[src/rtl/instr_fetch_queue_if.sv]
// Fetch-unit bus: instruction-memory request/ack channel plus the decoded-side
// valid/ready output channel.
interface instr_fetch_queue_if #(
    parameter int PC_W    = 6,
    parameter int INSTR_W = 32
);
    logic               imem_req;
    logic [PC_W-1:0]    imem_addr;
    logic               imem_ack;
    logic [INSTR_W-1:0] imem_rdata;
    logic               out_valid;
    logic               out_ready;
    logic [INSTR_W-1:0] out_instr;
    logic [PC_W-1:0]    out_pc;

    modport master (
        output imem_req, imem_addr, out_valid, out_instr, out_pc,
        input  imem_ack, imem_rdata, out_ready
    );

    modport slave (
        input  imem_req, imem_addr, out_valid, out_instr, out_pc,
        output imem_ack, imem_rdata, out_ready
    );
endinterface

[src/rtl/instr_fetch_queue.sv]
// Instruction fetch front end: PC generation, req/ack memory fetch, a small
// {pc, instr} queue towards decode, and redirect flushing of queue and in-flight fetch.
module instr_fetch_queue #(
    parameter int PC_W     = 6,
    parameter int INSTR_W  = 32,
    parameter int DEPTH    = 2,
    parameter int RESET_PC = 0
) (
    input  logic                 clk,
    input  logic                 rst,
    input  logic                 enable,
    input  logic                 redirect,
    input  logic [PC_W-1:0]      redirect_pc,
    instr_fetch_queue_if.master  fq
);
    localparam int PTR_W = (DEPTH > 1) ? $clog2(DEPTH) : 1;
    localparam int CNT_W = $clog2(DEPTH + 1);

    typedef enum logic [1:0] {IDLE, REQ, DISCARD} state_t;

    state_t          state_reg, state_next;
    logic            req_reg, req_next;
    logic [PC_W-1:0] addr_reg, addr_next;
    logic [PC_W-1:0] fetch_pc_reg, fetch_pc_next;
    logic [PC_W-1:0] pending_pc_reg, pending_pc_next;

    logic [PTR_W-1:0] wr_ptr_reg, rd_ptr_reg;
    logic [CNT_W-1:0] count_reg;
    logic             push, pop, flush;
    logic             credit_idle, credit_push;

    logic [DEPTH-1:0][PC_W-1:0]    ent_pc;
    logic [DEPTH-1:0][INSTR_W-1:0] ent_instr;

    assign flush = redirect;
    assign pop   = (count_reg != '0) && fq.out_ready;

    // Credit is judged on the occupancy this cycle will leave behind, so the
    // ack of any request launched now is guaranteed a free slot.
    assign credit_idle = (int'(count_reg) - int'(pop)) < DEPTH;
    assign credit_push = (int'(count_reg) + 1 - int'(pop)) < DEPTH;

    always_comb begin
        state_next      = state_reg;
        req_next        = req_reg;
        addr_next       = addr_reg;
        fetch_pc_next   = fetch_pc_reg;
        pending_pc_next = pending_pc_reg;
        push            = 1'b0;
        case (state_reg)
            IDLE: begin
                if (redirect) begin
                    fetch_pc_next = redirect_pc;
                end else if (enable && credit_idle) begin
                    req_next   = 1'b1;
                    addr_next  = fetch_pc_reg;
                    state_next = REQ;
                end
            end
            REQ: begin
                if (fq.imem_ack) begin
                    if (redirect) begin
                        fetch_pc_next = redirect_pc;
                        req_next      = 1'b0;
                        state_next    = IDLE;
                    end else begin
                        push          = 1'b1;
                        fetch_pc_next = addr_reg + 1'b1;
                        if (enable && credit_push) begin
                            addr_next = addr_reg + 1'b1;
                        end else begin
                            req_next   = 1'b0;
                            state_next = IDLE;
                        end
                    end
                end else if (redirect) begin
                    pending_pc_next = redirect_pc;
                    state_next      = DISCARD;
                end
            end
            DISCARD: begin
                if (redirect) begin
                    pending_pc_next = redirect_pc;
                end
                if (fq.imem_ack) begin
                    fetch_pc_next = redirect ? redirect_pc : pending_pc_reg;
                    req_next      = 1'b0;
                    state_next    = IDLE;
                end
            end
            default: begin
                req_next   = 1'b0;
                state_next = IDLE;
            end
        endcase
    end

    always_ff @(posedge clk or negedge rst) begin
        if (!rst) begin
            state_reg      <= IDLE;
            req_reg        <= 1'b0;
            addr_reg       <= PC_W'(RESET_PC);
            fetch_pc_reg   <= PC_W'(RESET_PC);
            pending_pc_reg <= '0;
        end else begin
            state_reg      <= state_next;
            req_reg        <= req_next;
            addr_reg       <= addr_next;
            fetch_pc_reg   <= fetch_pc_next;
            pending_pc_reg <= pending_pc_next;
        end
    end

    // Redirect wins over push and pop: the whole queue is dropped.
    always_ff @(posedge clk or negedge rst) begin
        if (!rst) begin
            wr_ptr_reg <= '0;
            rd_ptr_reg <= '0;
            count_reg  <= '0;
        end else if (flush) begin
            wr_ptr_reg <= '0;
            rd_ptr_reg <= '0;
            count_reg  <= '0;
        end else begin
            if (push) wr_ptr_reg <= wr_ptr_reg + 1'b1;
            if (pop)  rd_ptr_reg <= rd_ptr_reg + 1'b1;
            if (push && !pop)      count_reg <= count_reg + 1'b1;
            else if (pop && !push) count_reg <= count_reg - 1'b1;
        end
    end

    for (genvar gi = 0; gi < DEPTH; gi++) begin : g_entry
        logic [PC_W-1:0]    pc_reg;
        logic [INSTR_W-1:0] instr_reg;

        always_ff @(posedge clk or negedge rst) begin
            if (!rst) begin
                pc_reg    <= '0;
                instr_reg <= '0;
            end else if (push && (wr_ptr_reg == PTR_W'(gi))) begin
                pc_reg    <= addr_reg;
                instr_reg <= fq.imem_rdata;
            end
        end

        assign ent_pc[gi]    = pc_reg;
        assign ent_instr[gi] = instr_reg;
    end

    assign fq.imem_req  = req_reg;
    assign fq.imem_addr = addr_reg;
    assign fq.out_valid = (count_reg != '0);
    assign fq.out_pc    = ent_pc[rd_ptr_reg];
    assign fq.out_instr = ent_instr[rd_ptr_reg];
endmodule
[src/flat_wrapper.sv]
// flat-port wrapper written by rule: the top's interface ports become plain ports
module instr_fetch_queue_flat 
#(
    parameter int PC_W     = 6,
    parameter int INSTR_W  = 32,
    parameter int DEPTH    = 2,
    parameter int RESET_PC = 0
)
  (clk, rst, enable, redirect, redirect_pc, fq_imem_req, fq_imem_addr, fq_out_valid, fq_out_instr, fq_out_pc, fq_imem_ack, fq_imem_rdata, fq_out_ready);
  instr_fetch_queue_if #(.PC_W(PC_W), .INSTR_W(INSTR_W)) fq_i ();
  input  logic clk;
  input  logic rst;
  input  logic enable;
  input  logic redirect;
  input  logic [PC_W-1:0] redirect_pc;
  output wire logic [$bits(fq_i.imem_req)-1:0] fq_imem_req;
  output wire logic [$bits(fq_i.imem_addr)-1:0] fq_imem_addr;
  output wire logic [$bits(fq_i.out_valid)-1:0] fq_out_valid;
  output wire logic [$bits(fq_i.out_instr)-1:0] fq_out_instr;
  output wire logic [$bits(fq_i.out_pc)-1:0] fq_out_pc;
  input wire logic [$bits(fq_i.imem_ack)-1:0] fq_imem_ack;
  input wire logic [$bits(fq_i.imem_rdata)-1:0] fq_imem_rdata;
  input wire logic [$bits(fq_i.out_ready)-1:0] fq_out_ready;
  assign fq_imem_req = fq_i.imem_req;
  assign fq_imem_addr = fq_i.imem_addr;
  assign fq_out_valid = fq_i.out_valid;
  assign fq_out_instr = fq_i.out_instr;
  assign fq_out_pc = fq_i.out_pc;
  assign fq_i.imem_ack = fq_imem_ack;
  assign fq_i.imem_rdata = fq_imem_rdata;
  assign fq_i.out_ready = fq_out_ready;
  instr_fetch_queue #(.PC_W(PC_W), .INSTR_W(INSTR_W), .DEPTH(DEPTH), .RESET_PC(RESET_PC)) u_core (.clk(clk), .rst(rst), .enable(enable), .redirect(redirect), .redirect_pc(redirect_pc), .fq(fq_i));
endmodule
[config.mk]
export PLATFORM = sky130hd
export DESIGN_NAME = instr_fetch_queue_flat
export DESIGN_NICKNAME = d
export VERILOG_FILES = /design/src/rtl/instr_fetch_queue_if.sv /design/src/rtl/instr_fetch_queue.sv /design/src/flat_wrapper.sv
export SDC_FILE = /design/constraint.sdc
export NUM_CORES = 1
export LEC_CHECK = 0
export CAP_MARGIN = 20
export CORE_MARGIN = 2
export CORE_UTILIZATION = 57
export DETAILED_ROUTE_END_ITERATION = 8
export DONT_BUFFER_PORTS = 1
export PLACE_DENSITY = 0.83
export SYNTH_ARGS = -nofsm -noshare
export SYNTH_HDL_FRONTEND = slang
export SYNTH_SLANG_ARGS = --single-unit
[constraint.sdc]
create_clock -name clk -period 2.7 [get_ports clk]
set_input_delay 0.54 -clock clk [delete_from_list [all_inputs] [get_ports clk]]
set_output_delay 0.54 -clock clk [all_outputs]
set_load 0.02 [all_outputs]
==> results_dict.tcl <==
set metrics [dict create \
    syn_avg_cell_area_um2 13.27 \
    ir_drop_uv 583.8 \
    cp.arrival_ns 2.76 \
    diodes 0 \
    yosys-top-cells-area "dfrtp_1 49%, mux2_2 17%, mux2_4 12%, ha_1 2.2%, o21ai_0 1.5%" \
    endpoint_kind "flip-flop" \
    status "complete, but fails checks" \
    htree_levels 3 \
    fillers 691 \
    cts_buffer_depth 2 \
    fin_crit_ns 2.515 \
    layout-drive-gt1-share_pct 39.18 \
    grt_pass1_vias 3149 \
    yosys.area_share.simple_pct 6.473 \
    timing.rr.end "u_core.fq.imem_addr[2]$_DFFE_PN0P_" \
    numPortBuffers 0 \
    io_pins 90 \
    tritoncts "built" \
    violations "hold timing" \
    cts_root_buf "clkbuf_8" \
    crit_chain "inv_1, ha_1, nor2b_1, and2_1, inv_1, fa_1, nor2_1, o2111ai_2, a22oi_4, buf_4, nand2b_1, nand4_1" \
    tns_ns 0 \
    rows 34 \
    gp_congestion 0.7822 \
    post-dp-hpwl_mm 6.338 \
    area_delta_synth_final_pct 5.911 \
    grtUsageTotal_pct 20.28 \
    min_path_type "input port to async pin" \
    fin_skew_ns 0.009941 \
    die_h_um 98.80 \
    synth-seq-cells 101 \
    multi_input_area_um2 2376 \
    vias 2963 \
    max_freq_ghz 0.3977 \
    cts_made_buffers 9 \
    syn_nets 440 \
    postRouteAntennaNets 0 \
    die_area_um2 9761 \
    viasPerCell 5.974 \
    maxSlewHeadroom_pct 42.18 \
    ys.flop_type "dfrtp_1" \
    routedWlPerCell_um 19.50 \
    finalNetCount 437 \
    clkSinkCount 101 \
    pwr-share-clk_pct 17.5 \
    worstPathRequired_ns 2.95 \
    critical_path_buf_inv_count 3 \
    drv_slew 0 \
    synth_top_area_share_pct 49.34 \
    critPathTopFamily "simple AND/OR/NAND/NOR gates" \
    clk_pin_slew_ns 0.10 \
    crit_slowest_cell "fa_1" \
    grt.overflow.total 0 \
    dpl_cell_area_um2 5162 \
    worst_path_most_repeated_cell "inv_1" \
    drt_iter0_drc 113 \
    leakage_nw 2.474 \
    synth_compound_area_share_pct 6.033 \
    maxCapViolCount 0 \
    p_sw_w 0.002491 \
    synth.distinct_cells 50 \
    synth-xor-area-share_pct 1.539 \
    p_seq_share_pct 40.8 \
    cp-start-kind "flip-flop" \
    synth_top_family_by_area "multiplexers" \
    p_comb_share_pct 41.7 \
    p_int_w 0.004116 \
    routed_wl_mm 9.673 \
    synthesis.area_um2 5122 \
    grt_start_max_net_pins 102 \
    hold_viol_final 101 \
    synthCells 386 \
    rsz0062_at_grt "false" \
    period_share_pct 93.13 \
    setup_violations 0 \
    post-route-util_pct 62.21 \
    firstDrtPassIters 4 \
    rr_worst_depth 12 \
    route.detailed.drc 0 \
    swShare_pct 37.70 \
    synth_sequential_area_ratio_pct 49.34 \
    seqCellArea_um2 2529 \
    grt_first_pass_wirelength_mm 15.90 \
    regToRegSetupSlack_ns 0.19 \
    crit_type "flip-flop to flip-flop" \
    fp.coreArea_um2 8721 \
    tightestPinTransition_ns 0.8674 \
    crit_path_max_fanout 8 \
    die_w_um 98.80 \
    synthArstFlopShare_pct 100.0 \
    reg2reg_from "u_core.count_reg[0]$_DFFE_PN0P_" \
    synth_edf_count 0 \
    start_util_pct 58.74 \
    antenna_found_initial 0 \
    design_area_um2 5425 \
    largest_register_ffs 64 \
    p_per_area_nw_per_um2 1218 \
    synth_top_cell_by_area "dfrtp_1" \
    holdWs_ns -0.1303 \
    max_stage_delay_ns 0.36 \
    yosysWarnings 0 \
    synth_mux_area_share_pct 29.65 \
    clk_latency_ns 0.36 \
    synthAdderAreaFrac_pct 2.589 \
]
## power groups by stage
stage	Combinational [W]	Sequential (W)	Clock [W]
after global routing	0.00296	0.00279	0.00124
after global placement	0.00265	0.00267	0
after detailed placement	0.00273	0.00273	0
final	0.00276	0.00269	0.00116
after CTS	0.00275	0.00270	0.00119
after floorplan	0.00250	0.00251	0
## final cells by class
| cell class | instances | share of cell area, % |
|---|---|---|
| clock buffers | 11 | 2.606 |
| clock inverters | 5 | 1.960 |
| inverters | 12 | 0.8303 |
| multi-input cells | 250 | 43.80 |
| flip-flops and latches | 101 | 46.61 |
| well taps | 108 | 2.491 |
| repair buffers | 9 | 1.707 |
## cell families (layout without fill, tap and decap cells)
logic type | count (synthesis) | in the layout
flops | 101 | 101
mux | 122 | 122
simple gates | 65 | 65
fa+ha+maj | 10 | 10
compound gates | 44 | 44
buf+inv | 35 | 37
xor+xnor | 9 | 9
## metal layers
layer / track usage, % / wire length [µm] / vias up / part of all wire (%)
met4: 3.793 / 39 / 0 / 0.40
met1: 26.06 / 4213 / 1506 / 44
met5: 0 / 0 / - / 0
met3: 6.525 / 681 / 5 / 7.0
li1: - / - / 1358 / -
met2: 34.15 / 4738 / 94 / 49
## cell usage after synthesis (2+ instances only)
cell,instances
a211oi_1,2
a21o_1,2
a21oi_1,6
a22oi_1,3
a32oi_1,2
and2_1,2
buf_12,2
buf_2,5
buf_4,2
buf_6,6
clkbuf_1,7
dfrtp_1,101
ha_1,9
inv_1,12
mux2_2,78
mux2_4,40
mux2i_1,4
nand2_1,17
nand2b_1,2
nand3_1,11
nand3_2,2
nor2_1,14
nor2b_1,5
nor3_1,4
o21ai_0,15
o22a_1,2
xnor2_1,6
xor2_1,3
## cell usage in the layout, fill, tap and decap left out, drive strengths merged, types with 2 or more instances in the layout
cell and instances:
a211oi 2, a21o 2, a21oi 7, a22oi 4, a32oi 2, and2 2, buf 9, bufinv 3
clkbuf 11, dfrtp 101, ha 9, inv 13, mux2 118, mux2i 4, nand2 17, nand2b 2
nand3 13, nor2 15, nor2b 5, nor3 4, o21ai 16, o22a 2, or2 2, xnor2 6
xor2 3
## stage by stage
step	setup slack (ns)	power, W	hold WS [ns]	cells
2_1_floorplan	0.1221	0.005006	0.2444	386
3_5_place_dp	0.08594	0.005458	0.2476	478
3_3_place_gp	0.2286	0.005318	0.2486	478
5_1_grt	0.02491	0.006986	-0.1524	496
6_report	0.1854	0.006607	-0.1303	496
4_1_cts	0.06335	0.006642	-0.1608	494
## what timing repair did
action / in CTS / in global routing
resized for setup: 0 / 0
endpoints found under the hold margin: 101 / 101
setup buffers: 0 / 2
setup endpoints to repair: 0 / 3
## worst max path at each step
stage	end	cells past startpoint	slack, ns	startpoint
floorplan	u_core.fq.imem_addr[4]$_DFFE_PN0P_	12	0.12	u_core.count_reg[0]$_DFFE_PN0P_
global placement	u_core.fq.imem_addr[5]$_DFFE_PN0P_	11	0.23	u_core.count_reg[1]$_DFFE_PN0P_
detailed placement	u_core.fq.imem_addr[4]$_DFFE_PN0P_	11	0.09	u_core.count_reg[1]$_DFFE_PN0P_
CTS	u_core.fq.imem_addr[4]$_DFFE_PN0P_	11	0.06	u_core.count_reg[1]$_DFFE_PN0P_
global route	u_core.fq.imem_addr[2]$_DFFE_PN0P_	12	0.02	u_core.count_reg[0]$_DFFE_PN0P_
finish	u_core.fq.imem_addr[2]$_DFFE_PN0P_	12	0.19	u_core.count_reg[0]$_DFFE_PN0P_
(Power assumes the default switching activity.)
